**config.mk**
```make
export PLATFORM = sky130hd
export DESIGN_NAME = reloj_time_setter_flat
export DESIGN_NICKNAME = d
export VERILOG_FILES = /design/src/rtl/reloj_time_setter_if.sv /design/src/rtl/reloj_time_setter.sv /design/src/flat_wrapper.sv
export SDC_FILE = /design/constraint.sdc
export NUM_CORES = 1
export LEC_CHECK = 0
export ABC_AREA = 1
export CAP_MARGIN = 40
export CELL_PAD_IN_SITES_DETAIL_PLACEMENT = 1
export CELL_PAD_IN_SITES_GLOBAL_PLACEMENT = 1
export CORE_UTILIZATION = 49
export CTS_BUF_LIST = sky130_fd_sc_hd__clkbuf_16
export DETAILED_ROUTE_END_ITERATION = 8
export PLACE_DENSITY = 0.93
export SLEW_MARGIN = 20
export SYNTH_ARGS = -nofsm -noshare
export SYNTH_HDL_FRONTEND = slang
export SYNTH_SLANG_ARGS = --single-unit
```
**constraint.sdc**
```tcl
create_clock -name clock -period 6.25 [get_ports clock]
set_clock_uncertainty 0.2 [all_clocks]
set_input_delay 1.25 -clock clock [delete_from_list [all_inputs] [get_ports clock]]
set_output_delay 1.25 -clock clock [all_outputs]
set_load 0.01 [all_outputs]
```
**src/rtl/reloj_time_setter_if.sv**
```systemverilog
// Button, current-time and adjust-bus bundle between the time setter and its neighbours.
// The master side is the time setter: it reads the buttons and current time, and drives the adjust outputs.
interface reloj_time_setter_if;
    logic       btn_mode;
    logic       btn_inc;
    logic [3:0] cur_hora;
    logic [3:0] cur_dmin;
    logic [3:0] cur_umin;
    logic [3:0] ajust_hora;
    logic [3:0] ajust_dmin;
    logic [3:0] ajust_umin;
    logic       ajust_load;
    logic       editing;
    logic [1:0] field;
    logic       blink;

    modport master (
        input  btn_mode, btn_inc, cur_hora, cur_dmin, cur_umin,
        output ajust_hora, ajust_dmin, ajust_umin, ajust_load, editing, field, blink
    );

    modport slave (
        output btn_mode, btn_inc, cur_hora, cur_dmin, cur_umin,
        input  ajust_hora, ajust_dmin, ajust_umin, ajust_load, editing, field, blink
    );
endinterface

```
**src/rtl/reloj_time_setter.sv**
```systemverilog
// Time-setting front end for the 12-hour clock: debounces mode/inc buttons, edits hour,
// tens and units of minutes in turn, and commits the result with a one-cycle load strobe.
module reloj_time_setter #(
    parameter logic [15:0] DEB_CYCLES = 16'd50000,
    parameter logic [23:0] BLINK_DIV  = 24'd6000000,
    parameter logic [31:0] TIMEOUT    = 32'd300000000
) (
    input logic                 clock,
    input logic                 resetn,
    reloj_time_setter_if.master bus
);
    typedef enum logic [2:0] {IDLE, SET_H, SET_D, SET_U, LOAD} state_t;

    logic [1:0] btn_raw;
    logic [1:0] press;
    assign btn_raw = {bus.btn_inc, bus.btn_mode};

    generate
        for (genvar gi = 0; gi < 2; gi++) begin : g_btn
            logic        sync1_reg;
            logic        sync2_reg;
            logic        level_reg;
            logic [15:0] cnt_reg;

            always_ff @(posedge clock or negedge resetn) begin
                if (!resetn) begin
                    sync1_reg <= 1'b0;
                    sync2_reg <= 1'b0;
                    level_reg <= 1'b0;
                    cnt_reg   <= 16'd0;
                end else begin
                    sync1_reg <= btn_raw[gi];
                    sync2_reg <= sync1_reg;
                    if (sync2_reg != level_reg) begin
                        if (cnt_reg == DEB_CYCLES - 16'd1) begin
                            level_reg <= sync2_reg;
                            cnt_reg   <= 16'd0;
                        end else begin
                            cnt_reg <= cnt_reg + 16'd1;
                        end
                    end else begin
                        cnt_reg <= 16'd0;
                    end
                end
            end

            // Pulse during the cycle whose edge flips the accepted level 0->1, so the FSM acts on that same edge.
            assign press[gi] = sync2_reg & ~level_reg & (cnt_reg == DEB_CYCLES - 16'd1);
        end
    endgenerate

    logic mode_press;
    logic inc_press;
    logic timeout_hit;
    assign mode_press = press[0];
    assign inc_press  = press[1];

    state_t      state_reg;
    logic [3:0]  hora_reg, dmin_reg, umin_reg;
    logic [3:0]  bak_hora_reg, bak_dmin_reg, bak_umin_reg;
    logic        load_reg;
    logic        editing_reg;
    logic [1:0]  field_reg;
    logic        blink_reg;
    logic [23:0] blink_cnt_reg;
    logic [31:0] to_cnt_reg;

    assign timeout_hit = (to_cnt_reg == TIMEOUT - 32'd1) & ~mode_press & ~inc_press;

    always_ff @(posedge clock or negedge resetn) begin
        if (!resetn) begin
            state_reg     <= IDLE;
            hora_reg      <= 4'd1;
            dmin_reg      <= 4'd0;
            umin_reg      <= 4'd0;
            bak_hora_reg  <= 4'd1;
            bak_dmin_reg  <= 4'd0;
            bak_umin_reg  <= 4'd0;
            load_reg      <= 1'b0;
            editing_reg   <= 1'b0;
            field_reg     <= 2'd0;
            blink_reg     <= 1'b0;
            blink_cnt_reg <= 24'd0;
            to_cnt_reg    <= 32'd0;
        end else begin
            load_reg <= 1'b0;
            case (state_reg)
                IDLE: begin
                    blink_reg     <= 1'b0;
                    blink_cnt_reg <= 24'd0;
                    to_cnt_reg    <= 32'd0;
                    if (mode_press) begin
                        // Remember the committed values so an abandoned edit can be undone.
                        bak_hora_reg <= hora_reg;
                        bak_dmin_reg <= dmin_reg;
                        bak_umin_reg <= umin_reg;
                        hora_reg     <= (bus.cur_hora == 4'd0 || bus.cur_hora > 4'd12) ? 4'd1 : bus.cur_hora;
                        dmin_reg     <= (bus.cur_dmin > 4'd5) ? 4'd0 : bus.cur_dmin;
                        umin_reg     <= (bus.cur_umin > 4'd9) ? 4'd0 : bus.cur_umin;
                        state_reg    <= SET_H;
                        field_reg    <= 2'd1;
                        editing_reg  <= 1'b1;
                        blink_reg    <= 1'b1;
                    end
                end
                SET_H, SET_D, SET_U: begin
                    if (mode_press) begin
                        to_cnt_reg    <= 32'd0;
                        blink_cnt_reg <= 24'd0;
                        blink_reg     <= 1'b1;
                        if (state_reg == SET_H) begin
                            state_reg <= SET_D;
                            field_reg <= 2'd2;
                        end else if (state_reg == SET_D) begin
                            state_reg <= SET_U;
                            field_reg <= 2'd3;
                        end else begin
                            state_reg   <= LOAD;
                            field_reg   <= 2'd0;
                            editing_reg <= 1'b0;
                            blink_reg   <= 1'b0;
                            load_reg    <= 1'b1;
                        end
                    end else if (timeout_hit) begin
                        state_reg   <= IDLE;
                        hora_reg    <= bak_hora_reg;
                        dmin_reg    <= bak_dmin_reg;
                        umin_reg    <= bak_umin_reg;
                        field_reg   <= 2'd0;
                        editing_reg <= 1'b0;
                        blink_reg   <= 1'b0;
                        to_cnt_reg  <= 32'd0;
                    end else begin
                        to_cnt_reg <= inc_press ? 32'd0 : to_cnt_reg + 32'd1;
                        if (inc_press) begin
                            if (state_reg == SET_H)
                                hora_reg <= (hora_reg == 4'd12) ? 4'd1 : hora_reg + 4'd1;
                            else if (state_reg == SET_D)
                                dmin_reg <= (dmin_reg == 4'd5) ? 4'd0 : dmin_reg + 4'd1;
                            else
                                umin_reg <= (umin_reg == 4'd9) ? 4'd0 : umin_reg + 4'd1;
                        end
                        if (blink_cnt_reg == BLINK_DIV - 24'd1) begin
                            blink_cnt_reg <= 24'd0;
                            blink_reg     <= ~blink_reg;
                        end else begin
                            blink_cnt_reg <= blink_cnt_reg + 24'd1;
                        end
                    end
                end
                LOAD: begin
                    state_reg <= IDLE;
                    blink_reg <= 1'b0;
                end
                default: begin
                    state_reg   <= IDLE;
                    field_reg   <= 2'd0;
                    editing_reg <= 1'b0;
                    blink_reg   <= 1'b0;
                end
            endcase
        end
    end

    assign bus.ajust_hora = hora_reg;
    assign bus.ajust_dmin = dmin_reg;
    assign bus.ajust_umin = umin_reg;
    assign bus.ajust_load = load_reg;
    assign bus.editing    = editing_reg;
    assign bus.field      = field_reg;
    assign bus.blink      = blink_reg;
endmodule

```
**src/flat_wrapper.sv**
```systemverilog
// flat-port wrapper written by rule: the top's interface ports become plain ports
module reloj_time_setter_flat 
#(
    parameter logic [15:0] DEB_CYCLES = 16'd50000,
    parameter logic [23:0] BLINK_DIV  = 24'd6000000,
    parameter logic [31:0] TIMEOUT    = 32'd300000000
)
  (clock, resetn, bus_btn_mode, bus_btn_inc, bus_cur_hora, bus_cur_dmin, bus_cur_umin, bus_ajust_hora, bus_ajust_dmin, bus_ajust_umin, bus_ajust_load, bus_editing, bus_field, bus_blink);
  reloj_time_setter_if bus_i ();
  input logic clock;
  input logic resetn;
  input wire logic [$bits(bus_i.btn_mode)-1:0] bus_btn_mode;
  input wire logic [$bits(bus_i.btn_inc)-1:0] bus_btn_inc;
  input wire logic [$bits(bus_i.cur_hora)-1:0] bus_cur_hora;
  input wire logic [$bits(bus_i.cur_dmin)-1:0] bus_cur_dmin;
  input wire logic [$bits(bus_i.cur_umin)-1:0] bus_cur_umin;
  output wire logic [$bits(bus_i.ajust_hora)-1:0] bus_ajust_hora;
  output wire logic [$bits(bus_i.ajust_dmin)-1:0] bus_ajust_dmin;
  output wire logic [$bits(bus_i.ajust_umin)-1:0] bus_ajust_umin;
  output wire logic [$bits(bus_i.ajust_load)-1:0] bus_ajust_load;
  output wire logic [$bits(bus_i.editing)-1:0] bus_editing;
  output wire logic [$bits(bus_i.field)-1:0] bus_field;
  output wire logic [$bits(bus_i.blink)-1:0] bus_blink;
  assign bus_i.btn_mode = bus_btn_mode;
  assign bus_i.btn_inc = bus_btn_inc;
  assign bus_i.cur_hora = bus_cur_hora;
  assign bus_i.cur_dmin = bus_cur_dmin;
  assign bus_i.cur_umin = bus_cur_umin;
  assign bus_ajust_hora = bus_i.ajust_hora;
  assign bus_ajust_dmin = bus_i.ajust_dmin;
  assign bus_ajust_umin = bus_i.ajust_umin;
  assign bus_ajust_load = bus_i.ajust_load;
  assign bus_editing = bus_i.editing;
  assign bus_field = bus_i.field;
  assign bus_blink = bus_i.blink;
  reloj_time_setter #(.DEB_CYCLES(DEB_CYCLES), .BLINK_DIV(BLINK_DIV), .TIMEOUT(TIMEOUT)) u_core (.clock(clock), .resetn(resetn), .bus(bus_i));
endmodule
```
# Word level (Yosys, flattened, before mapping)
# Index checks and enable logic that the tools add are counted.
[word_totals]
inputBits = 16
latchBits = 0
register_bits = 126
out_inout_bits = 17
mem_bits_rw = 0
romBits = 0
mem_count = 0
elab_cells = 150
[classes]
order_cmp = 3
n_bitwise = 12
eq_ne = 25
n_addsub = 7
div_mod_pow = 0
shift = 0
reduce_logical = 15
mux = 67
mul = 0
[ops]
columns = ["op", "n"]
rows = [
  ["$mux W32", 3],
  ["$mux W4", 23],
  ["$mux W24", 3],
  ["$mux W16", 4],
  ["$pmux W32 S2", 1],
  ["$pmux W24 S2", 1],
  ["$add A16 B1 Y16 const B", 2],
  ["$add A32 B1 Y32 const B", 1],
  ["$eq A16 B16 Y1 const B", 2],
  ["$eq A32 B29 Y1 const B", 1],
  ["$add A24 B1 Y24 const B", 1],
  ["$eq A24 B23 Y1 const B", 1],
  ["$pmux W4 S2", 3],
  ["$mux W1", 15],
  ["$mux W3", 5],
  ["$add A4 B1 Y4 const B", 3],
  ["$ne A3 B1 Y1 const B", 4],
  ["$reduce_and A6 Y1", 2],
  ["$mux W2", 5],
  ["$reduce_and A2 Y1", 5],
  ["$reduce_and A5 Y1", 2],
  ["$ne A3 B2 Y1 const B", 3],
  ["$eq A4 B4 Y1 const B", 2],
  ["$gt A4 B4 Y1 const B", 2],
  ["other kinds (22)", 35],
]

# Longest topological paths before layout
[depth]
ltp_word = 9
ltp_mapped = 14
depth_no_buf = 13

# Worst setup path before layout
# Ideal clock, no wire load.
[synth_path]
path_kind = "input port to flip-flop"
start = "input port bus_cur_hora[1]"
end = "register u_core.hora_reg[2], in the netlist u_core.bus.ajust_hora[2]"
n_path_buf = 0
slack_ns = 4.143
cell_stages = 8
t_arrival_ns = 1.790
required_time_ns = 5.933
setup_ns = 0.117
cell_sequence = "nor2_1 nand2_1 o21ai_0 nor2_1 nand2_1 nand3_1 nand2_1 nand2_1"
[synth_between]
elab_chain_len = 5
word_cells_on_any_way = 6
cone_classes = "order compare (1); mux (3); reduce/logical (2)"
[synth_lines]
columns = ["element", "line", "source"]
rows = [
  ["start, declared", "flat_wrapper.sv:14", "input wire logic [$bits(bus_i.cur_hora)-1:0] bus_cur_hora;"],
  ["$gt A4 B4 Y1 or $logic_not A4 Y1 (tied branches)", "reloj_time_setter.sv:97", "hora_reg <= (bus.cur_hora == 4'd0 || bus.cur_hora > 4'd12) ? 4'd1 : bus.cur_hora;"],
  ["$logic_or A1 B1 Y1 *", "reloj_time_setter.sv:97", ""],
  ["$mux W4 *", "reloj_time_setter.sv:97", ""],
  ["$mux W4 *", "reloj_time_setter.sv:92", "if (mode_press) begin"],
  ["$pmux W4 S2 *", "reloj_time_setter.sv:87", "case (state_reg)"],
  ["end signal, assigned", "reloj_time_setter.sv:97", ""],
  ["end signal, assigned", "reloj_time_setter.sv:126", "hora_reg <= bak_hora_reg;"],
  ["end signal, assigned", "reloj_time_setter.sv:137", "hora_reg <= (hora_reg == 4'd12) ? 4'd1 : hora_reg + 4'd1;"],
  ["end, declared", "reloj_time_setter.sv:59", "logic [3:0] hora_reg, dmin_reg, umin_reg;"],
]
# Mark *: on every way between the ends. The rest lies on a longest branch, timed or not. The select of a mux whose other input is x is not followed.
# A chain may end at the register's enable or synchronous reset.

# Worst setup path after layout
[layout_path]
start = "register u_core.hora_reg[0], in the netlist u_core.bus.ajust_hora[0]"
end = "output port bus_ajust_hora[0]"
[layout_lines]
columns = ["element", "line", "source"]
rows = [
  ["end, declared", "flat_wrapper.sv:17", "output wire logic [$bits(bus_i.ajust_hora)-1:0] bus_ajust_hora;"],
]
# No word-level cell between the ends.

==> qor.yml <==
status: "finished clean"
grt_antenna_before_repair: 0
netlist_area_um2: 7710
nets: 1112
avgSynthCellArea_um2: 7.28
path_class: "flop to output pin"
ys_seq_area_frac: 0.409
cts.clk_slew.worst_paths_ns: 0.06
cts.sinks: 126
maxSlewViolCount: 0
fin_hold_ws_ns: 0.156
setup_viol: 0
grt_pass1_vias: 7906
p_seq_frac: 0.421
area_delta_synth_final_pct: 14.4
critPathArrivalTime_ns: 1.57
r2r_cells: 10
synthCells: 1059
min_path_cells: 0
reg2reg_slack_ns: 3.39
swShare: 0.215
grt_pass1_wl_um: 39400
hpwl_um: 15500
r2r_start: "u_core.g_btn[0].cnt_reg[0]"
syn_nets: 1083
worstHoldEndpoint: "u_core.g_btn[1].sync2_reg"
rsz0062_at_grt: "false"
layout_common_cells: "nand2_1 (291), nor2_1 (142), dfrtp_1 (124)"
leakagePower_nw: 3.81
die_x_um: 127
wirelength_um: 23700
finalHoldViolations: 0
ios: 33
clock.fmax_mhz: 331
crit_fanout: 6
cpLargestDelayFamily: "flip-flops"
dr.pass1.iters: 6
power_density_nw_per_um2: 222
overflow: 0
p_int_mw: 1.54
p_comb_frac: 0.026
antenna_cells: 0
place.gp.congestion: 0.863
post-cts-setup-buffers: 0
relSlewSlack: 0.528
die_h_um: 127
io_buffer_count: 32
core_area_um2: 15300
synth_cell_types: 45
cap_violations: 0
cp_slowest_cell: "dfstp_2"
switchingPower_mw: 0.421
clk_latency_ns: 0.44
wl_per_cell_um: 18.0
period_minus_slack_ns: 3.02
clockBufferDepth: 2
num_vias: 7429
holdBufCountCts: 0
tns_ns: 0
grt_max_degree: 65
ctsHtreeMaxLevel: 4
worst-path-buf-inv: 1
power_frac_clock: 0.553
die-area_um2: 16200
globalRouteTotalUtil: 0.312
rows: 45
crit_chain: "clkdlybuf4s50_1"
synth-warning-count: 0
start_util: 0.506
worstPathRequired_ns: 4.80
root_buffer: "clkbuf_16"
vdd_drop_max_mv: 0.214
synth_edf_count: 0
start_kind: "flop"
async_reset_ff_frac: 1.00
tightest_slew_ns: 0.706
viasPerCell: 5.66
synth-seq-cells: 126
hold_path_class: "flop to flop"
drtIter0Drc: 563
r2r-end: "u_core.to_cnt_reg[9]"
drtAntennaViolNets: 0
nFillCells: 1949
post-route-period-util: 0.484
ys_dominant_reg_cell: "dfrtp_1"
layout_commonest_cell: "nand2_1"
cts_tree: "done"
drc_errors: 0
min_from: "u_core.g_btn[1].sync1_reg"
cpPeakStageDelay_ns: 0.58
cts_resized: 0
endpoint_kind: "output pin"
drive_above_1_share: 0.0981
cts_buffers: 17
==> how the worst max path moves through the flow <==
stage,startpoint,to,slack [ns],cells after the start
3_5_place_dp,u_core.g_btn[0].cnt_reg[0],u_core.to_cnt_reg[9],3.39,10
6_report,u_core.bus.ajust_hora[0],bus_ajust_hora[0],3.23,1
3_3_place_gp,u_core.state_reg[2],u_core.blink_cnt_reg[10],3.23,5
5_1_grt,u_core.g_btn[0].cnt_reg[0],u_core.to_cnt_reg[9],3.19,10
2_1_floorplan,bus_cur_hora[1],u_core.bus.ajust_hora[2],4.14,8
4_1_cts,u_core.bus.ajust_hora[0],bus_ajust_hora[0],3.22,1
==> metrics by stage <==
stage	std cells	power (mW)	instance area, um2	setup slack, ns	utilization
after floorplan	1059	0.854	7710	4.14	-
after global placement	1278	0.885	8160	3.23	0.534
after detailed placement	1279	0.888	8170	3.39	0.535
after CTS	1311	1.97	8800	3.22	0.577
after global routing	1312	2.01	8830	3.19	0.579
final	1312	1.96	8830	3.23	0.579
==> power by group through the flow <==
stage	clock, mW	sequential (mW)	combinational, mW
after detailed placement	0	0.838	0.0493
after CTS	1.09	0.824	0.0501
final	1.08	0.824	0.0509
after global placement	0	0.838	0.0475
after global routing	1.13	0.824	0.0579
after floorplan	0	0.838	0.0163
==> cell usage after synthesis, drive strengths merged (8+ instances only) <==
cell type,instances,area [um2]
nand2,300,1160
clkbuf,9,33.8
a21oi,15,75.1
buf,17,125
nor2,154,633
o22ai,19,181
xor2,34,298
xnor2,8,70.1
inv,113,424
dfrtp,124,3100
nand3,111,588
o21ai,64,362
ha,8,100
nand4,23,144
nor3,37,200
==> kinds of logic (layout without fill, tap and decap cells) <==
logic type,count (synthesis),in the layout,synth area share
buf+inv,141,183,0.0767
fa+ha+maj,8,8,0.0130
compound gates,105,105,0.0869
xor+xnor,42,42,0.0477
flops,126,126,0.409
simple gates,633,633,0.361
mux,4,4,0.00584
==> layer usage <==
metal | GRT usage | wire length (um) | vias to the layer above
met5 | 0 | 0 | -
met3 | 0.0687 | 991 | 69
met2 | 0.546 | 12100 | 179
li1 | - | - | 3489
met4 | 0.134 | 682 | 0
met1 | 0.367 | 9920 | 3692
==> area by class of cell <==
class	count	area [um2]	share of cell area
multi-input combinational	792	3970	0.449
sequential	126	3160	0.357
inverter	115	433	0.0490
clock buffer	17	425	0.0482
timing repair buffer	36	379	0.0429
tap	211	264	0.0299
clock inverter	15	204	0.0231
(Power assumes the default switching activity.)
